File: config.mk
export PLATFORM = sky130hd
export DESIGN_NAME = dfx_seq_ctrl
export DESIGN_NICKNAME = d
export VERILOG_FILES = /design/src/rtl/dfx_seq_pkg.sv /design/src/rtl/dfx_seq_prof_cnt.sv /design/src/rtl/dfx_seq_ctrl.sv
export SDC_FILE = /design/constraint.sdc
export NUM_CORES = 1
export LEC_CHECK = 0
export CAP_MARGIN = 20
export CORE_MARGIN = 3
export CORE_UTILIZATION = 29
export DETAILED_ROUTE_END_ITERATION = 12
export HOLD_SLACK_MARGIN = 0.12
export PLACE_DENSITY_LB_ADDON = 0.15
export SLEW_MARGIN = 20
export SYNTH_ARGS = -nofsm -noshare
export SYNTH_HDL_FRONTEND = slang
export SYNTH_HIERARCHICAL = 1
export SYNTH_SLANG_ARGS = --single-unit
File: constraint.sdc
create_clock -name clk -period 1.6 [get_ports clk]
set_input_delay 0.16 -clock clk [delete_from_list [all_inputs] [get_ports clk]]
set_output_delay 0.16 -clock clk [all_outputs]
set_load 0.05 [all_outputs]
File: src/rtl/dfx_seq_pkg.sv
// rtl/dfx_seq_pkg.sv - shared types and constants for the bank0 sequencer controller
//
// Purpose: FSM state encoding, bank1 slot status codes and the bit positions
//          of the bank0 control word and global status word.
// Ports:   none (package).

package dfx_seq_pkg;

   typedef enum logic [2:0] {
      ST_IDLE  = 3'd0,
      ST_LOAD  = 3'd1,
      ST_ISSUE = 3'd2,
      ST_WAIT  = 3'd3,
      ST_WB    = 3'd4
   } seq_state_t;

   // Slot status codes written back to bank1.
   localparam logic [1:0] SLOT_IDLE = 2'b00;
   localparam logic [1:0] SLOT_RUN  = 2'b01;
   localparam logic [1:0] SLOT_OK   = 2'b10;
   localparam logic [1:0] SLOT_ERR  = 2'b11;

   // Control word bit indices.
   localparam int CTRL_START = 0;
   localparam int CTRL_ABORT = 1;
   localparam int CTRL_CLEAR = 2;

   // Global status word bit indices.
   localparam int STAT_BUSY    = 0;
   localparam int STAT_DONE    = 1;
   localparam int STAT_ABORTED = 2;

endpackage

File: src/rtl/dfx_seq_prof_cnt.sv
// rtl/dfx_seq_prof_cnt.sv - clear/enable saturating cycle counter for slot profiling
//
// Purpose: counts cycles while en is high, sticks at all-ones, cleared by clr.
//          Only instantiated when DFX_SEQ_PROFILE_EN is defined.
// Ports:
//   clk, reset     clock, asynchronous active-low reset
//   clr            synchronous clear (wins over en)
//   en             count enable
//   count_next     value the counter takes at the next edge when en is high

module dfx_seq_prof_cnt
#(
   parameter int WIDTH = 32
)
(
   input  logic             clk,
   input  logic             reset,
   input  logic             clr,
   input  logic             en,
   output logic [WIDTH-1:0] count_next
);

   logic [WIDTH-1:0] count_q;

   // Exposing the incremented value lets the caller capture a count that
   // includes the current cycle in the same edge it stops counting.
   assign count_next = (&count_q) ? count_q : count_q + 1'b1;

   always_ff @(posedge clk or negedge reset) begin
      if (!reset) begin
         count_q <= '0;
      end else if (clr) begin
         count_q <= '0;
      end else if (en) begin
         count_q <= count_next;
      end
   end

endmodule

File: src/rtl/dfx_seq_ctrl.sv
// rtl/dfx_seq_ctrl.sv - bank0 sequencer: walks bank1 slots, issues DMA jobs, writes back status
//
// Purpose: on a start command walks slot table entries 0..end_cnt, reads each
//          slot, issues one DMA job, waits for completion and writes per-slot
//          status (and cycle profile when DFX_SEQ_PROFILE_EN is defined) back
//          to bank1. Abort is honoured at the next slot writeback.
// Ports:
//   clk, reset                       clock, asynchronous active-low reset
//   inp_control/set_control          control word {-, clear, abort, start} + strobe
//   inp_endCnt/set_endCnt            last slot index (inclusive) + strobe
//   status                           {0, aborted, done, busy}
//   cur_cnt                          slot currently processed
//   rd_index, rd_*                   slot table read index and combinational read data
//   job_valid/job_ready, job_*       DMA job handshake and job fields
//   job_done, job_err                DMA completion pulse and error qualifier
//   wb_index, wb_status/wb_set_status, wb_profile/wb_set_profile   bank1 writeback
// Config: DFX_SEQ_PROFILE_EN enables the per-slot cycle profile writeback.

module dfx_seq_ctrl
   import dfx_seq_pkg::*;
#(
   parameter int BANK1_INDEX_WIDTH    = 2,
   parameter int BANK1_SRC_ADDR_WIDTH = 32,
   parameter int BANK1_DST_ADDR_WIDTH = 32,
   parameter int BANK1_SRC_SIZE_WIDTH = 26,
   parameter int BANK1_DST_SIZE_WIDTH = 26,
   parameter int BANK1_STATUS_WIDTH   = 2,
   parameter int BANK1_PROFILE_WIDTH  = 32,
   parameter int BANK0_CONTROL_WIDTH  = 4,
   parameter int BANK0_STATUS_WIDTH   = 4,
   parameter int BANK0_CNT_WIDTH      = BANK1_INDEX_WIDTH
)
(
   input  logic                            clk,
   input  logic                            reset,
   input  logic [BANK0_CONTROL_WIDTH-1:0]  inp_control,
   input  logic                            set_control,
   input  logic [BANK0_CNT_WIDTH-1:0]      inp_endCnt,
   input  logic                            set_endCnt,
   output logic [BANK0_STATUS_WIDTH-1:0]   status,
   output logic [BANK0_CNT_WIDTH-1:0]      cur_cnt,
   output logic [BANK0_CNT_WIDTH-1:0]      rd_index,
   input  logic [BANK1_SRC_ADDR_WIDTH-1:0] rd_src_addr,
   input  logic [BANK1_SRC_SIZE_WIDTH-1:0] rd_src_size,
   input  logic [BANK1_DST_ADDR_WIDTH-1:0] rd_des_addr,
   input  logic [BANK1_DST_SIZE_WIDTH-1:0] rd_des_size,
   output logic                            job_valid,
   input  logic                            job_ready,
   output logic [BANK1_SRC_ADDR_WIDTH-1:0] job_src_addr,
   output logic [BANK1_SRC_SIZE_WIDTH-1:0] job_src_size,
   output logic [BANK1_DST_ADDR_WIDTH-1:0] job_des_addr,
   output logic [BANK1_DST_SIZE_WIDTH-1:0] job_des_size,
   input  logic                            job_done,
   input  logic                            job_err,
   output logic [BANK0_CNT_WIDTH-1:0]      wb_index,
   output logic [BANK1_STATUS_WIDTH-1:0]   wb_status,
   output logic                            wb_set_status,
   output logic [BANK1_PROFILE_WIDTH-1:0]  wb_profile,
   output logic                            wb_set_profile
);

   seq_state_t                 state_q;
   logic [BANK0_CNT_WIDTH-1:0] end_cnt_q;
   logic [BANK0_CNT_WIDTH-1:0] run_end_q;
   logic [BANK0_CNT_WIDTH-1:0] cnt_q;
   logic                       busy_q;
   logic                       done_q;
   logic                       aborted_q;
   logic                       abort_pend_q;

   logic start_cmd;
   logic abort_cmd;
   logic clear_cmd;
   logic ctrl_unused;

   assign start_cmd   = set_control && inp_control[CTRL_START];
   assign abort_cmd   = set_control && inp_control[CTRL_ABORT];
   assign clear_cmd   = set_control && inp_control[CTRL_CLEAR];
   assign ctrl_unused = inp_control[BANK0_CONTROL_WIDTH-1];

   assign status   = {{(BANK0_STATUS_WIDTH-3){1'b0}}, aborted_q, done_q, busy_q};
   assign cur_cnt  = cnt_q;
   // cnt only changes on the way into LOAD, so it is the read index for the whole LOAD cycle.
   assign rd_index = cnt_q;

`ifdef DFX_SEQ_PROFILE_EN
   logic [BANK1_PROFILE_WIDTH-1:0] prof_next;

   dfx_seq_prof_cnt #(
      .WIDTH (BANK1_PROFILE_WIDTH)
   ) u_prof_cnt (
      .clk        (clk),
      .reset      (reset),
      .clr        (state_q == ST_ISSUE && job_ready),
      .en         (state_q == ST_WAIT),
      .count_next (prof_next)
   );
`endif

   always_ff @(posedge clk or negedge reset) begin
      if (!reset) begin
         state_q        <= ST_IDLE;
         end_cnt_q      <= '0;
         run_end_q      <= '0;
         cnt_q          <= '0;
         busy_q         <= 1'b0;
         done_q         <= 1'b0;
         aborted_q      <= 1'b0;
         abort_pend_q   <= 1'b0;
         job_valid      <= 1'b0;
         job_src_addr   <= '0;
         job_src_size   <= '0;
         job_des_addr   <= '0;
         job_des_size   <= '0;
         wb_index       <= '0;
         wb_status      <= '0;
         wb_set_status  <= 1'b0;
         wb_profile     <= '0;
         wb_set_profile <= 1'b0;
      end else begin
         wb_set_status  <= 1'b0;
         wb_set_profile <= 1'b0;

         if (set_endCnt) begin
            end_cnt_q <= inp_endCnt;
         end

         // WB decides on the live abort strobe itself, so only latch it elsewhere.
         if (abort_cmd && state_q != ST_IDLE && state_q != ST_WB) begin
            abort_pend_q <= 1'b1;
         end

         case (state_q)
            ST_IDLE: begin
               if (start_cmd) begin
                  busy_q       <= 1'b1;
                  done_q       <= 1'b0;
                  aborted_q    <= 1'b0;
                  abort_pend_q <= 1'b0;
                  cnt_q        <= '0;
                  run_end_q    <= end_cnt_q;
                  state_q      <= ST_LOAD;
               end else if (clear_cmd) begin
                  done_q    <= 1'b0;
                  aborted_q <= 1'b0;
               end
            end
            ST_LOAD: begin
               job_src_addr <= rd_src_addr;
               job_src_size <= rd_src_size;
               job_des_addr <= rd_des_addr;
               job_des_size <= rd_des_size;
               job_valid    <= 1'b1;
               state_q      <= ST_ISSUE;
            end
            ST_ISSUE: begin
               if (job_ready) begin
                  job_valid <= 1'b0;
                  state_q   <= ST_WAIT;
               end
            end
            ST_WAIT: begin
               if (job_done) begin
                  wb_index      <= cnt_q;
                  wb_status     <= job_err ? SLOT_ERR : SLOT_OK;
                  wb_set_status <= 1'b1;
`ifdef DFX_SEQ_PROFILE_EN
                  wb_profile     <= prof_next;
                  wb_set_profile <= 1'b1;
`endif
                  state_q       <= ST_WB;
               end
            end
            ST_WB: begin
               if (cnt_q == run_end_q || abort_pend_q || abort_cmd) begin
                  busy_q       <= 1'b0;
                  done_q       <= 1'b1;
                  aborted_q    <= abort_pend_q || abort_cmd;
                  abort_pend_q <= 1'b0;
                  state_q      <= ST_IDLE;
               end else begin
                  cnt_q   <= cnt_q + 1'b1;
                  state_q <= ST_LOAD;
               end
            end
            default: state_q <= ST_IDLE;
         endcase
      end
   end

endmodule

---- Yosys cells after proc, flatten, opt, wreduce, memory -nomap -nowiden ----
Index checks and enable logic that the tools add are counted.
word-level totals
  bits in registers ....................... 135
  output and inout bits ................... 163
  word-level logic and storage cells ...... 74
operators by class
  $add $sub $neg .......................... 1
  equal/unequal tests ..................... 12
  multiplexer cells ....................... 26
  reduce and logical (&&, ||, !) cells .... 19
operators by type and width
  operator                                                         number
  3-bit case mux with 5 select lines                               1
  1-bit 2-to-1 mux                                                 14
  3-bit AND reduction                                              4
  2-bit != test, second input constant                             5
  1-bit case mux with 2 select lines                               5
  3-bit 2-to-1 mux                                                 3
  3-bit by 2-bit == test with 1-bit output, second input constant  2
  3-bit != test, second input constant                             2
  2-bit AND reduction                                              3
  1-bit logical AND                                                5
  2-bit 2-to-1 mux                                                 2
  2-bit case mux with 2 select lines                               1
  2-bit nonzero test                                               2
  3-bit by 1-bit == test with 1-bit output, second input constant  1
  3-bit == test, second input constant                             1
  3-bit logical NOT                                                1
  1-bit logical OR                                                 3
  3-bit nonzero test                                               1
  2-bit by 1-bit adder with 2-bit output, second input constant    1
  2-bit == test                                                    1

---- Logic depth before layout (Yosys ltp) ----
Gate-level depths: netlist (run 1).
  depth in word-level cells ............... 6
  mapped depth ............................ 6
  depth with buffers taken out ............ 5

---- Worst setup path before layout (run 1) ----
OpenSTA, ideal clock, no wires.
  path type ............................... register to register
  start point ............................. reg cnt_q[0], in the netlist cur_cnt[0]
  end point ............................... reg done_q
  setup time .............................. 0.119 ns
  arrival ................................. 1.602 ns
  required time ........................... 1.481 ns
  setup slack ............................. -0.122 ns
  stages on the path, launching flop included .. 5
  buffers on the path ..................... 0
  path through ............................ dfrtp_1 > xor2_1 > o2111ai_1 > o211ai_1 > a21bo_2
between the ends
  word-level cells in the longest chain between the ends .. 5
RTL lines
  item                           line                 RTL
  start, declared                dfx_seq_ctrl.sv:65   logic [BANK0_CNT_WIDTH-1:0] cnt_q;
  start signal, assigned         dfx_seq_ctrl.sv:182  cnt_q <= cnt_q + 1'b1;
  2-bit == test                  dfx_seq_ctrl.sv:175  if (cnt_q == run_end_q || abort_pend_q || abort_cmd) begin
  1-bit logical OR (2 in a row)  dfx_seq_ctrl.sv:175
  2-bit != test (no line)        --
  3-bit AND reduction (no line)  --
  end signal, assigned           dfx_seq_ctrl.sv:137  done_q <= 1'b0;
  end signal, assigned           dfx_seq_ctrl.sv:144  done_q <= 1'b0;
  end signal, assigned           dfx_seq_ctrl.sv:177  done_q <= 1'b1;
  end, declared                  dfx_seq_ctrl.sv:67   logic done_q;
Every way passes these cells.
A chain may end at the register's enable or synchronous reset.

---- Worst setup path in the final report (run 1) ----
  start point ............................. reg state_q[2]
  end point ............................... reg job_src_size[2]
between the ends
  word-level cells in the longest chain between the ends .. 1
RTL lines
  item                                      line                 RTL
  start, declared                           dfx_seq_ctrl.sv:62   seq_state_t state_q;
  start signal, assigned                    dfx_seq_ctrl.sv:102  state_q <= ST_IDLE;
  start signal, assigned                    dfx_seq_ctrl.sv:142  state_q <= ST_LOAD;
  start signal, assigned                    dfx_seq_ctrl.sv:154  state_q <= ST_ISSUE;
  3-bit by 1-bit == test with 1-bit output  dfx_seq_ctrl.sv:133  case (state_q)
  end signal, assigned                      dfx_seq_ctrl.sv:150  job_src_size <= rd_src_size;
  end, declared                             dfx_seq_ctrl.sv:50   output logic [BANK1_SRC_SIZE_WIDTH-1:0] job_src_size,
Every way passes these cells.

==> results of run 1 <==
## cells in the mapped netlist, drive strengths merged (2+ instances only)
| cell type | n | area share |
|---|---|---|
| nand2 | 11 | 0.0074 |
| o21ai | 3 | 0.0027 |
| a21o | 2 | 0.0027 |
| dfrtp | 135 | 0.60 |
| xor2 | 2 | 0.0031 |
| buf | 52 | 0.081 |
| inv | 3 | 0.0020 |
| mux2 | 120 | 0.26 |
| o2bb2ai | 2 | 0.0031 |
| nor2 | 3 | 0.0020 |
| nand3 | 3 | 0.0027 |
| a21oi | 4 | 0.0036 |
## per-layer routing
layer  vias up  global-route usage  wire (microns)
met2       158               0.223            7120
met4         0              0.0461             206
met5         -                   0               0
met1      1841               0.163            5750
li1       1716                   -               -
met3        14              0.0562            1160
## cell families after synthesis
kind of cell / count (synthesis) / share of synthesized area
xor gates and xnor gates: 2 / 0.00312
DFF: 135 / 0.602
buffers and inverters: 56 / 0.0841
other: 1 / 0.000668
AOI/OAI and AO/OA: 17 / 0.0210
muxes: 120 / 0.265
and+or+nand+nor: 26 / 0.0241
## cell type report
cell class                 instances  area (sq um)
clock buffer                      20           467
clock inverter                    11           146
fill                            1752         10200
inverter                           3          11.3
multi-input combinational        199          1890
sequential                       135          3380
timing repair buffer             274          2430
tap                              260           325
## metrics by stage
stage | power, uW | hold WS, ns | instances | setup WS, ns | util
finish | 22600 | 0.232 | 902 | 0.0273 | 0.459
global route | 23700 | 0.266 | 902 | -0.0514 | 0.459
CTS | 22900 | 0.229 | 902 | 0.0145 | 0.459
detailed placement | 18800 | 0.100 | 870 | -0.0289 | 0.426
global placement | 18600 | 0.0955 | 870 | -0.0122 | 0.426
floorplan | 15100 | -0.136 | 390 | 0.00722 | -
## final timing paths
| check | endpoint | depth (start not counted) | startpoint |
|---|---|---|---|
| min in group clk | wb_status[0] | 3 | job_err |
| min | job_des_addr[0] | 2 | reset |
| max | job_src_size[2] | 4 | state_q[2] |
| max reg2reg | job_src_size[2] | 4 | state_q[2] |
| max in group asynchronous | job_des_size[24] | 3 | reset |
| min reg2reg | wb_status[1] | 1 | wb_status[1] |
## sequential cells by signal, summed over array words and instances, names as in the netlist, 2 cells and up
signal and count:
job_src_size 26, wb_status 2, run_end_q 2, cur_cnt 2, job_src_addr 32, end_cnt_q 2, job_des_size 26, job_des_addr 32
wb_index 2, state_q 3
## repair_timing
item | in CTS | in global routing
endpoints found under the setup margin | 0 | 86
endpoints found under the hold margin | 135 | 0
resized for setup | 0 | 1
hold buffers | 1 | 0
## power breakdown
part           internal, uW  switching (uW)  leakage, uW  total, uW
Sequential             5120             898      0.00161       6020
Clock                  2570            1460     0.000299       4030
Combinational          4570            8020      0.00206      12600
==> report_table.html, run 1 <==
<table>
<tr><th>Metric</th><th>Value</th></tr>
<tr><th colspan="2">Drt</th></tr>
<tr><td>Post-route ant nets</td><td>0</td></tr>
<tr><td>Initial drt markers</td><td>74</td></tr>
<tr><td>Average wire per cell in the routed design</td><td>15.8 microns</td></tr>
<tr><td>First drt pass iteration count</td><td>4</td></tr>
<tr><td>Mean number of vias per cell</td><td>4.13</td></tr>
<tr><td>Detailed-route DRC error count</td><td>0</td></tr>
<tr><td>Routed Wire Length</td><td>14200 microns</td></tr>
<tr><td>Routed via count</td><td>3729</td></tr>
<tr><th colspan="2">Layout</th></tr>
<tr><td>Synth-to-Final Area Change</td><td>54.2%</td></tr>
<tr><td>Top library cells by usage in the layout, fill and taps aside</td><td>sky130_fd_sc_hd__buf_4 (142), sky130_fd_sc_hd__dfrtp_1 (133), sky130_fd_sc_hd__clkdlybuf4s50_1 (126)</td></tr>
<tr><td>Final Instance Area</td><td>8650 sq um</td></tr>
<tr><td>Number of nets in the layout</td><td>759</td></tr>
<tr><td>Fraction of layout cells with a size suffix above 1</td><td>0.467</td></tr>
<tr><td>Most common library cell in the layout ignoring fill and taps</td><td>sky130_fd_sc_hd__buf_4</td></tr>
<tr><td>N_diodes</td><td>0</td></tr>
<tr><th colspan="2">CTS</th></tr>
<tr><td>CTS tree</td><td>built</td></tr>
<tr><td>Count of H-tree levels built during CTS</td><td>4</td></tr>
<tr><td>Clock root buffer master</td><td>sky130_fd_sc_hd__clkbuf_16</td></tr>
<tr><td>Longest Clk Path Bufs</td><td>2</td></tr>
<tr><td>Clock insertion delay at the later pin of the skew report</td><td>0.41 ns</td></tr>
<tr><td>Clock sink count</td><td>135</td></tr>
<tr><td>Reg clk slew, reported paths</td><td>0.06 ns</td></tr>
<tr><td>Total setup buffers inserted after CTS</td><td>0</td></tr>
<tr><td>CTS buffer count</td><td>17</td></tr>
<tr><th colspan="2">Critical path</th></tr>
<tr><td>Crit path largest cell delay</td><td>0.41 ns</td></tr>
<tr><td>Top cell family by delay on the critical path</td><td>flip-flops</td></tr>
<tr><td>Highest fanout seen on the critical path</td><td>51</td></tr>
<tr><td>Arrival time of the worst setup path</td><td>1.87 ns</td></tr>
<tr><td>Crit Path Category</td><td>reg2reg</td></tr>
<tr><td>Critical-path cell with the highest stage delay</td><td>sky130_fd_sc_hd__dfrtp_1</td></tr>
<tr><td>CP Cell Sequence</td><td>nor2b_4 -&gt; and2b_4 -&gt; buf_12 -&gt; mux2_2</td></tr>
<tr><td>Critical Path End Type</td><td>flop</td></tr>
<tr><td>Buffer and inverter count on the worst path</td><td>1</td></tr>
<tr><td>Launching element type of the critical path</td><td>flop</td></tr>
<tr><td>Required time at the worst-slack endpoint</td><td>1.89 ns</td></tr>
<tr><td>Slack of the worst reg-to-reg path</td><td>0.03 ns</td></tr>
<tr><th colspan="2">Global routing</th></tr>
<tr><td>Global route total overflow</td><td>0</td></tr>
<tr><td>GRT Util Overall</td><td>0.136</td></tr>
<tr><td>First-pass GRT wire length</td><td>22700 microns</td></tr>
<tr><td>Number of global-route vias before repair</td><td>3966</td></tr>
<tr><td>Initial antenna violation count</td><td>0</td></tr>
<tr><td>Maximum number of pins on one net before global-route repair</td><td>52</td></tr>
<tr><th colspan="2">STA</th></tr>
<tr><td>Final count of hold timing violations</td><td>0</td></tr>
<tr><td>Minimum period implied by the final worst setup slack</td><td>1.57 ns</td></tr>
<tr><td>Fin. max-slew vios</td><td>0</td></tr>
<tr><td>Fmax</td><td>636 MHz</td></tr>
<tr><td>Final-report setup violation count</td><td>0</td></tr>
<tr><td>RSZ-0062 raised after global routing</td><td>yes</td></tr>
<tr><td>Fraction of the cycle the final worst path needs</td><td>0.983</td></tr>
<tr><td>Post-route setup TNS</td><td>0 ns</td></tr>
<tr><td>Fin Clk Skew</td><td>0.00680 ns</td></tr>
<tr><th colspan="2">Floorplanning</th></tr>
<tr><td>Height of the die</td><td>145 microns</td></tr>
<tr><td>Starting density of the core</td><td>0.298</td></tr>
<tr><td>Number of placed I/O pins</td><td>292</td></tr>
<tr><td>Area of the core region</td><td>18800 sq um</td></tr>
<tr><td>DIE AREA</td><td>21100 sq um</td></tr>
<tr><td>Number of standard-cell rows in the floorplan</td><td>50</td></tr>
<tr><td>Horiz. Die Dim</td><td>145 microns</td></tr>
<tr><th colspan="2">Synthesis</th></tr>
<tr><td>Sequential cell area fraction in the yosys report</td><td>0.602</td></tr>
<tr><td>Mapped cell area</td><td>5610 sq um</td></tr>
<tr><td>Number of different library cells in the post-synthesis netlist</td><td>33</td></tr>
<tr><td>Post-synthesis area per instance</td><td>15.7 sq um</td></tr>
<tr><td>Synth Register Bits</td><td>135</td></tr>
<tr><td>Gate Count Post-Synth</td><td>357</td></tr>
<tr><td>Ys async rst share</td><td>1.00</td></tr>
<tr><td>Total of warnings raised by yosys</td><td>70</td></tr>
<tr><td>Number of enable-type register cells in the synthesized netlist</td><td>0</td></tr>
<tr><td>Most used flip-flop cell after synthesis</td><td>sky130_fd_sc_hd__dfrtp_1</td></tr>
<tr><th colspan="2">Worst hold path</th></tr>
<tr><td>Hold Crit Class</td><td>in2async</td></tr>
<tr><th colspan="2">Pwr</th></tr>
<tr><td>Worst vdd rail ir drop</td><td>0.00122 V</td></tr>
<tr><td>Ratio of total power to cell area</td><td>2620 nW/um^2</td></tr>
<tr><td>Leakage</td><td>0.00396 uW</td></tr>
<tr><th colspan="2">Status</th></tr>
<tr><td>Run status</td><td>complete, no violations</td></tr>
<tr><th colspan="2">Placement</th></tr>
<tr><td>Cell area after placement</td><td>8020 sq um</td></tr>
<tr><td>Routability congestion estimate</td><td>0.745</td></tr>
<tr><td>Port-buffer cells</td><td>256</td></tr>
<tr><td>Half-perimeter wire length after detailed placement</td><td>10700 microns</td></tr>
<tr><th colspan="2">Job</th></tr>
<tr><td>Number of max-cap violations</td><td>0</td></tr>
</table>
Power figures use the tool's default switching activity.
==> inputs of run 2 (changes only) <==
- CORE_UTILIZATION: 29 -> 36
==> run 2 against run 1 <==
Design area is 1.4% lower; via count is 0.11% lower; clock skew hardly changed; critical path depth stayed put; hold slack better by 0.058 ns; first-iteration DRC count is 4.1% lower; die area is 19% lower; global-route usage is 1.6 points higher; non-clock buffer count is 2 higher; sequential power hardly changed; sequential share of layout area is 0.57 points higher; highest routed layer unchanged.
==> report_table.html, run 2 (synthesized netlist as in run 1, its figures left out) <==
<table>
<tr><th>Metric</th><th>Value</th></tr>
<tr><th colspan="2">Layout</th></tr>
<tr><td>N_diodes</td><td>0 (unchanged)</td></tr>
<tr><td>Synth-to-Final Area Change</td><td>52.0%</td></tr>
<tr><td>Number of nets in the layout</td><td>761 (+0.26%)</td></tr>
<tr><td>Fraction of layout cells with a size suffix above 1</td><td>0.459 (-0.00850)</td></tr>
<tr><td>Fill cell instance count of the final layout</td><td>1215 (-31%)</td></tr>
<tr><td>Multi-input gate area</td><td>1900 sq um (+0.20%)</td></tr>
<tr><td>Total area of sequential cells</td><td>3380 sq um (unchanged)</td></tr>
<tr><td>Largest regs</td><td>job_des_addr: 32 flops, job_src_addr: 32 flops</td></tr>
<tr><td>Top library cells by usage in the layout, fill and taps aside</td><td>sky130_fd_sc_hd__buf_4 (143), sky130_fd_sc_hd__dfrtp_1 (133), sky130_fd_sc_hd__clkdlybuf4s50_1 (126)</td></tr>
<tr><td>Final Instance Area</td><td>8530 sq um (-1.4%)</td></tr>
<tr><td>Most common library cell in the layout ignoring fill and taps</td><td>sky130_fd_sc_hd__buf_4</td></tr>
<tr><th colspan="2">STA</th></tr>
<tr><td>Final-report setup violation count</td><td>0 (unchanged)</td></tr>
<tr><td>Fmax</td><td>644 MHz (+1.3%)</td></tr>
<tr><td>Fin Clk Skew</td><td>0.00729 ns (+0.000492 ns)</td></tr>
<tr><td>Fraction of the cycle the final worst path needs</td><td>0.970 (-0.0130)</td></tr>
<tr><td>Post-route setup TNS</td><td>0 ns (unchanged)</td></tr>
<tr><td>RSZ-0062 raised after global routing</td><td>yes</td></tr>
<tr><td>Fin. max-slew vios</td><td>0 (unchanged)</td></tr>
<tr><td>Minimum period implied by the final worst setup slack</td><td>1.55 ns (-0.0207 ns)</td></tr>
<tr><td>Final count of hold timing violations</td><td>0 (unchanged)</td></tr>
<tr><td>Final hold slack</td><td>0.290 ns (+0.0577 ns)</td></tr>
<tr><th colspan="2">Drt</th></tr>
<tr><td>First drt pass iteration count</td><td>4 (unchanged)</td></tr>
<tr><td>Post-route ant nets</td><td>0 (unchanged)</td></tr>
<tr><td>Detailed-route DRC error count</td><td>0 (unchanged)</td></tr>
<tr><td>Routed Wire Length</td><td>13600 microns (-4.5%)</td></tr>
<tr><td>Routed via count</td><td>3725 (-0.11%)</td></tr>
<tr><td>Average wire per cell in the routed design</td><td>16.4 microns (+4.2%)</td></tr>
<tr><td>Mean number of vias per cell</td><td>4.50 (+9.0%)</td></tr>
<tr><td>Initial drt markers</td><td>71 (-4.1%)</td></tr>
<tr><th colspan="2">Placement</th></tr>
<tr><td>Half-perimeter wire length after detailed placement</td><td>10300 microns (-3.2%)</td></tr>
<tr><td>Port-buffer cells</td><td>256 (unchanged)</td></tr>
<tr><td>Cell area after placement</td><td>7940 sq um (-0.98%)</td></tr>
<tr><td>Routability congestion estimate</td><td>0.772 (+3.6%)</td></tr>
<tr><th colspan="2">Critical path</th></tr>
<tr><td>Arrival time of the worst setup path</td><td>1.84 ns (-0.03 ns)</td></tr>
<tr><td>R2R depth</td><td>4 (unchanged)</td></tr>
<tr><td>Crit path largest cell delay</td><td>0.40 ns (about the same)</td></tr>
<tr><td>Critical Path End Type</td><td>flop</td></tr>
<tr><td>Crit Path Category</td><td>reg2reg</td></tr>
<tr><td>Highest fanout seen on the critical path</td><td>36 (-29%)</td></tr>
<tr><td>Launching element type of the critical path</td><td>flop</td></tr>
<tr><td>Required time at the worst-slack endpoint</td><td>1.88 ns (about the same)</td></tr>
<tr><td>Critical-path cell with the highest stage delay</td><td>sky130_fd_sc_hd__dfrtp_1</td></tr>
<tr><td>CP Cell Sequence</td><td>nor2b_4 -&gt; and2b_4 -&gt; buf_12 -&gt; mux2_2</td></tr>
<tr><th colspan="2">Floorplanning</th></tr>
<tr><td>Area of the core region</td><td>14900 sq um (-21%)</td></tr>
<tr><td>Number of standard-cell rows in the floorplan</td><td>44 (-12%)</td></tr>
<tr><td>Starting density of the core</td><td>0.377 (+0.0795)</td></tr>
<tr><td>DIE AREA</td><td>17100 sq um (-19%)</td></tr>
<tr><td>Number of placed I/O pins</td><td>292 (unchanged)</td></tr>
<tr><td>Height of the die</td><td>131 microns (-9.8%)</td></tr>
<tr><td>Horiz. Die Dim</td><td>131 microns (-9.8%)</td></tr>
<tr><th colspan="2">Pwr</th></tr>
<tr><td>Internal Power</td><td>12100 uW (-1.6%)</td></tr>
<tr><td>Leakage</td><td>0.00395 uW (-0.27%)</td></tr>
<tr><td>Part of the power in the clock network</td><td>0.163 (-0.015)</td></tr>
<tr><td>Switching power total</td><td>10200 uW (-1.7%)</td></tr>
<tr><td>Worst vdd rail ir drop</td><td>0.00140 V (+15%)</td></tr>
<tr><td>Seq pwr share</td><td>0.270 (+0.004)</td></tr>
<tr><td>Share of total power in combinational logic</td><td>0.568 (+0.012)</td></tr>
<tr><td>Switch share</td><td>0.458 (about the same)</td></tr>
<tr><td>Ratio of total power to cell area</td><td>2610 nW/um^2 (-0.20%)</td></tr>
<tr><th colspan="2">CTS</th></tr>
<tr><td>Clock sink count</td><td>135 (unchanged)</td></tr>
<tr><td>Clock root buffer master</td><td>sky130_fd_sc_hd__clkbuf_16</td></tr>
<tr><td>Count of H-tree levels built during CTS</td><td>4 (unchanged)</td></tr>
<tr><td>CTS buffer count</td><td>17 (unchanged)</td></tr>
<tr><td>Total setup buffers inserted after CTS</td><td>0 (unchanged)</td></tr>
<tr><td>Longest Clk Path Bufs</td><td>2 (unchanged)</td></tr>
<tr><td>CTS tree</td><td>built</td></tr>
<tr><td>Reg clk slew, reported paths</td><td>0.05 ns (about the same)</td></tr>
<tr><td>Clock insertion delay at the later pin of the skew report</td><td>0.40 ns (about the same)</td></tr>
<tr><th colspan="2">Global routing</th></tr>
<tr><td>Initial antenna violation count</td><td>0 (unchanged)</td></tr>
<tr><td>Global route total overflow</td><td>0 (unchanged)</td></tr>
<tr><td>Number of global-route vias before repair</td><td>3757 (-5.3%)</td></tr>
<tr><td>Maximum number of pins on one net before global-route repair</td><td>59 (+13%)</td></tr>
<tr><td>First-pass GRT wire length</td><td>19900 microns (-12%)</td></tr>
<tr><td>GRT Util Overall</td><td>0.152 (+0.0162)</td></tr>
<tr><th colspan="2">Worst hold path</th></tr>
<tr><td>Hold Crit Class</td><td>in2reg</td></tr>
<tr><td>Hold Crit Depth</td><td>3</td></tr>
<tr><th colspan="2">Job</th></tr>
<tr><td>Number of max-cap violations</td><td>0 (unchanged)</td></tr>
<tr><th colspan="2">Status</th></tr>
<tr><td>Run status</td><td>complete, no violations</td></tr>
</table>
==> run 2: cell type report <==
cell class / instances / area share
Clock buffer: 27 / 0.0602
Clock inverter: 3 / 0.00470
Inverter: 3 / 0.00132
Multi-Input combinational cell: 199 / 0.222
Sequential cell: 135 / 0.396
Tap cell: 184 / 0.0270
Timing Repair Buffer: 276 / 0.288
==> run 2: layer usage <==
| metal | up-vias | global-route usage | wire length, microns | share of wire |
|---|---|---|---|---|
| li1 | 1718 | - | - | - |
| met5 | - | 0 | 0 | 0 |
| met3 | 12 | 0.0549 | 1150 | 0.084 |
| met1 | 1834 | 0.181 | 5480 | 0.40 |
| met4 | 0 | 0.0526 | 142 | 0.010 |
| met2 | 161 | 0.256 | 6840 | 0.50 |
==> run 2: repair_timing <==
| action | 4_1_cts | 5_1_grt |
|---|---|---|
| resized for setup | 0 | 2 |
| endpoints found under the hold margin | 135 | 0 |
| endpoints found under the setup margin | 0 | 19 |
| hold buffers | 2 | 0 |
==> run 2: worst paths after layout <==
path / from / end / slack (ns)
max: state_q[2] / job_des_addr[21] / 0.05
min reg2reg: job_des_size[14] / job_des_size[14] / 0.49
max reg2reg: state_q[2] / job_des_addr[21] / 0.05
min: job_err / wb_status[0] / 0.29
max in group asynchronous: reset / job_des_addr[12] / 0.70
min in group asynchronous: reset / job_des_addr[18] / 0.35
==> run 2: power by group through the flow <==
| stage | clock [uW] | combinational, uW | sequential (uW) |
|---|---|---|---|
| 5_1_grt | 3890 | 13200 | 6250 |
| 3_3_place_gp | 0 | 12600 | 5980 |
| 2_1_floorplan | 0 | 3610 | 11500 |
| 4_1_cts | 3740 | 12800 | 6030 |
| 3_5_place_dp | 0 | 12700 | 6080 |
| 6_report | 3630 | 12600 | 6000 |
==> run 2: through the flow <==
step,std cells,setup slack [ns],utilization,power (uW)
2_1_floorplan,390,0.00722,-,15100
3_3_place_gp,795,-0.00442,0.534,18600
3_5_place_dp,795,-0.0218,0.534,18800
4_1_cts,827,0.0169,0.573,22500
5_1_grt,827,-0.0227,0.574,23300
6_report,827,0.0480,0.574,22300
==> run 2: critical path, delay by kind of cell (launching register included) <==
family                 cells  cell delay, ns
muxes                      1            0.37
and+or+nand+nor            2            0.37
DFF                        1            0.40
buffers and inverters      1            0.26
==> inputs of run 3 (changes only) <==
- CORE_MARGIN: 3 -> 2
- PLACE_DENSITY: unset -> 0.77
- PLACE_DENSITY_LB_ADDON: 0.15 -> unset
==> run 3 against run 2 <==
First-iteration DRC count rose by 97%; total power increased by 2.5%; sequential share of layout area fell by 0.99 points; worst setup slack gained 0.020 ns.
==> report_table.html, run 3 (synthesized netlist as in run 1, its figures left out) <==
<table>
<tr><th>Metric</th><th>Value</th></tr>
<tr><th colspan="2">Status</th></tr>
<tr><td>Run status</td><td>complete, no violations</td></tr>
<tr><th colspan="2">CTS</th></tr>
<tr><td>Longest Clk Path Bufs</td><td>2 (unchanged)</td></tr>
<tr><td>Clock root buffer master</td><td>sky130_fd_sc_hd__clkbuf_16</td></tr>
<tr><td>Reg clk slew, reported paths</td><td>0.06 ns (about the same)</td></tr>
<tr><td>CTS tree</td><td>built</td></tr>
<tr><td>Count of H-tree levels built during CTS</td><td>4 (unchanged)</td></tr>
<tr><td>CTS buffer count</td><td>17 (unchanged)</td></tr>
<tr><td>Clock insertion delay at the later pin of the skew report</td><td>0.41 ns (about the same)</td></tr>
<tr><td>Clock sink count</td><td>135 (unchanged)</td></tr>
<tr><th colspan="2">STA</th></tr>
<tr><td>Final-report setup violation count</td><td>0 (unchanged)</td></tr>
<tr><td>Final hold slack</td><td>0.287 ns (-0.00280 ns)</td></tr>
<tr><td>Fin Clk Skew</td><td>0.00542 ns (-0.00187 ns)</td></tr>
<tr><td>Minimum period implied by the final worst setup slack</td><td>1.53 ns (-0.0203 ns)</td></tr>
<tr><td>Final count of hold timing violations</td><td>0 (unchanged)</td></tr>
<tr><td>Fmax</td><td>653 MHz (+1.3%)</td></tr>
<tr><td>Fin. max-slew vios</td><td>0 (unchanged)</td></tr>
<tr><td>RSZ-0062 raised after global routing</td><td>no</td></tr>
<tr><td>Fraction of the cycle the final worst path needs</td><td>0.957 (-0.0127)</td></tr>
<tr><th colspan="2">Global routing</th></tr>
<tr><td>Maximum number of pins on one net before global-route repair</td><td>77 (+31%)</td></tr>
<tr><td>Met2 usage in global routing</td><td>0.268 (+0.0122)</td></tr>
<tr><td>GRT Util Overall</td><td>0.159 (+0.00709)</td></tr>
<tr><td>Initial antenna violation count</td><td>0 (unchanged)</td></tr>
<tr><td>Met3 layer usage reported by global route</td><td>0.0595 (+0.00458)</td></tr>
<tr><td>Met1 track utilization from global routing</td><td>0.185 (+0.00348)</td></tr>
<tr><td>First-pass GRT wire length</td><td>20500 microns (+3.3%)</td></tr>
<tr><td>Layer carrying the most global-route usage</td><td>met2</td></tr>
<tr><td>Global route total overflow</td><td>0 (unchanged)</td></tr>
<tr><td>Number of global-route vias before repair</td><td>4134 (+10%)</td></tr>
<tr><th colspan="2">Floorplanning</th></tr>
<tr><td>Horiz. Die Dim</td><td>129 microns (-1.5%)</td></tr>
<tr><td>DIE AREA</td><td>16600 sq um (-3.0%)</td></tr>
<tr><td>Number of placed I/O pins</td><td>292 (unchanged)</td></tr>
<tr><td>Number of standard-cell rows in the floorplan</td><td>45 (+2.3%)</td></tr>
<tr><td>Area of the core region</td><td>15200 sq um (+2.3%)</td></tr>
<tr><td>Starting density of the core</td><td>0.369 (-0.00839)</td></tr>
<tr><td>Height of the die</td><td>129 microns (-1.5%)</td></tr>
<tr><th colspan="2">Pwr</th></tr>
<tr><td>Switching power total</td><td>10500 uW (+2.7%)</td></tr>
<tr><td>Leakage</td><td>0.00407 uW (+2.9%)</td></tr>
<tr><td>Worst vdd rail ir drop</td><td>0.00160 V (+14%)</td></tr>
<tr><td>Part of the power in the clock network</td><td>0.166 (+0.003)</td></tr>
<tr><td>Internal Power</td><td>12300 uW (+2.3%)</td></tr>
<tr><td>Switch share</td><td>0.459 (+0.000889)</td></tr>
<tr><td>Share of total power in combinational logic</td><td>0.568 (about the same)</td></tr>
<tr><td>Ratio of total power to cell area</td><td>2610 nW/um^2 (about the same)</td></tr>
<tr><td>Seq pwr share</td><td>0.266 (-0.004)</td></tr>
<tr><th colspan="2">Drt</th></tr>
<tr><td>Mean number of vias per cell</td><td>4.49 (-0.35%)</td></tr>
<tr><td>Average wire per cell in the routed design</td><td>15.6 microns (-5.1%)</td></tr>
<tr><td>First drt pass iteration count</td><td>4 (unchanged)</td></tr>
<tr><td>Routed Wire Length</td><td>13300 microns (-2.2%)</td></tr>
<tr><td>Initial drt markers</td><td>140 (+97%)</td></tr>
<tr><td>Detailed-route DRC error count</td><td>0 (unchanged)</td></tr>
<tr><td>Routed via count</td><td>3824 (+2.7%)</td></tr>
<tr><td>Post-route ant nets</td><td>0 (unchanged)</td></tr>
<tr><th colspan="2">Critical path</th></tr>
<tr><td>Crit Path Category</td><td>reg2reg</td></tr>
<tr><td>Highest fanout seen on the critical path</td><td>16 (-56%)</td></tr>
<tr><td>Launching element type of the critical path</td><td>flop</td></tr>
<tr><td>Critical Path End Type</td><td>flop</td></tr>
<tr><td>Crit path largest cell delay</td><td>0.43 ns (+0.03 ns)</td></tr>
<tr><td>Critical-path cell with the highest stage delay</td><td>sky130_fd_sc_hd__dfrtp_1</td></tr>
<tr><td>Most used cell, CP</td><td>sky130_fd_sc_hd__buf_12</td></tr>
<tr><td>Startpoint of the worst setup timing path</td><td>state_q[1]</td></tr>
<tr><td>Required time at the worst-slack endpoint</td><td>1.88 ns (about the same)</td></tr>
<tr><td>Top cell family by delay on the critical path</td><td>flip-flops</td></tr>
<tr><td>CP Cell Sequence</td><td>and2b_4 -&gt; buf_12 -&gt; buf_12 -&gt; mux2_2</td></tr>
<tr><td>Startpoint of the worst-slack reg-to-reg timing path</td><td>state_q[1]</td></tr>
<tr><td>Arrival time of the worst setup path</td><td>1.82 ns (-0.02 ns)</td></tr>
<tr><td>Buffer and inverter count on the worst path</td><td>2 (+1)</td></tr>
<tr><th colspan="2">Layout</th></tr>
<tr><td>Fraction of layout cells with a size suffix above 1</td><td>0.483 (+0.0246)</td></tr>
<tr><td>Synth-to-Final Area Change</td><td>55.9%</td></tr>
<tr><td>Core occupancy in the finished layout</td><td>0.575 (+0.00157)</td></tr>
<tr><td>Largest regs</td><td>job_des_addr: 32 flops, job_src_addr: 32 flops</td></tr>
<tr><td>Most common library cell in the layout ignoring fill and taps</td><td>sky130_fd_sc_hd__buf_4</td></tr>
<tr><td>Top library cells by usage in the layout, fill and taps aside</td><td>sky130_fd_sc_hd__buf_4 (159), sky130_fd_sc_hd__dfrtp_1 (133), sky130_fd_sc_hd__clkdlybuf4s50_1 (126)</td></tr>
<tr><td>N_diodes</td><td>0 (unchanged)</td></tr>
<tr><td>Number of nets in the layout</td><td>780 (+2.5%)</td></tr>
<tr><th colspan="2">Worst hold path</th></tr>
<tr><td>Hold Crit Class</td><td>in2reg</td></tr>
<tr><td>Startpoint of the tightest hold check path</td><td>job_err</td></tr>
<tr><th colspan="2">Job</th></tr>
<tr><td>Number of max-cap violations</td><td>0 (unchanged)</td></tr>
<tr><th colspan="2">Placement</th></tr>
<tr><td>Routability congestion estimate</td><td>0.769 (-0.38%)</td></tr>
<tr><td>Half-perimeter wire length after detailed placement</td><td>9950 microns (-3.5%)</td></tr>
<tr><td>Port-buffer cells</td><td>256 (unchanged)</td></tr>
</table>
run 3: cell count changes in the layout (fill, tap and decap cells not counted), sizes merged:
cell,previous run,this run
buf,148,168
clkbuf,27,18
clkinv,2,7
clkinvlp,0,3
inv,3,5
bufinv,1,2
dlygate4sd3,2,1
run 3: path summary, 6_finish.rpt:
check                              endpoint  cells after the start  slack (ns)
max                        job_src_addr[23]                      4        0.07
min                            wb_status[0]                      3        0.29
max reg2reg                job_src_addr[23]                      4        0.07
min reg2reg                    wb_status[1]                      1        0.48
max in group asynchronous        cur_cnt[0]                      3        0.89
min in group asynchronous  job_des_addr[16]                      3        0.32
run 3: metal layers:
metal  vias to the layer above  wire length (microns)
met5                         -                      0
met4                         0                    285
met3                        23                   1170
met2                       199                   6570
met1                      1844                   5280
li1                       1758                      -
run 3: worst reg2reg max path, delay by kind of cell (launching register included):
family	cells	cell delay (ns)
and+or+nand+nor	1	0.31
buffers and inverters	2	0.33
DFF	1	0.43
muxes	1	0.35
run 3: layout make-up:
cell class | instances | area, sq um
fillers | 1212 | 6460
clock inverters | 14 | 150
flip-flops and latches | 135 | 3380
multi-input cells | 199 | 1890
repair buffers | 295 | 2650
inverters | 3 | 11.3
well taps | 188 | 235
clock buffers | 18 | 429
run 3: stage by stage:
stage               area, sq um  setup TNS [ns]  setup WS (ns)  cells  total power, uW
floorplan                  5740               0        0.00722    390            15100
global placement           8080        -0.00250       -0.00250    810            18800
detailed placement         8080          -0.121        -0.0549    810            19000
CTS                        8670               0         0.0453    843            22900
global route               8740               0       0.000472    852            23800
finish                     8740               0         0.0683    852            22800
run 3: power groups by stage:
stage	clock network, uW	logic [uW]	registers (uW)
final	3780	13000	6060
after global placement	0	12800	6010
after detailed placement	0	12900	6100
after global routing	4080	13500	6280
after floorplan	0	3610	11500
after CTS	3900	13000	6080
run 3: what timing repair did:
item,4_1_cts,5_1_grt
setup buffers,0,9
endpoints found under the setup margin,0,17
hold endpoints to repair,135,0
hold buffers,1,0
resized for setup,0,1
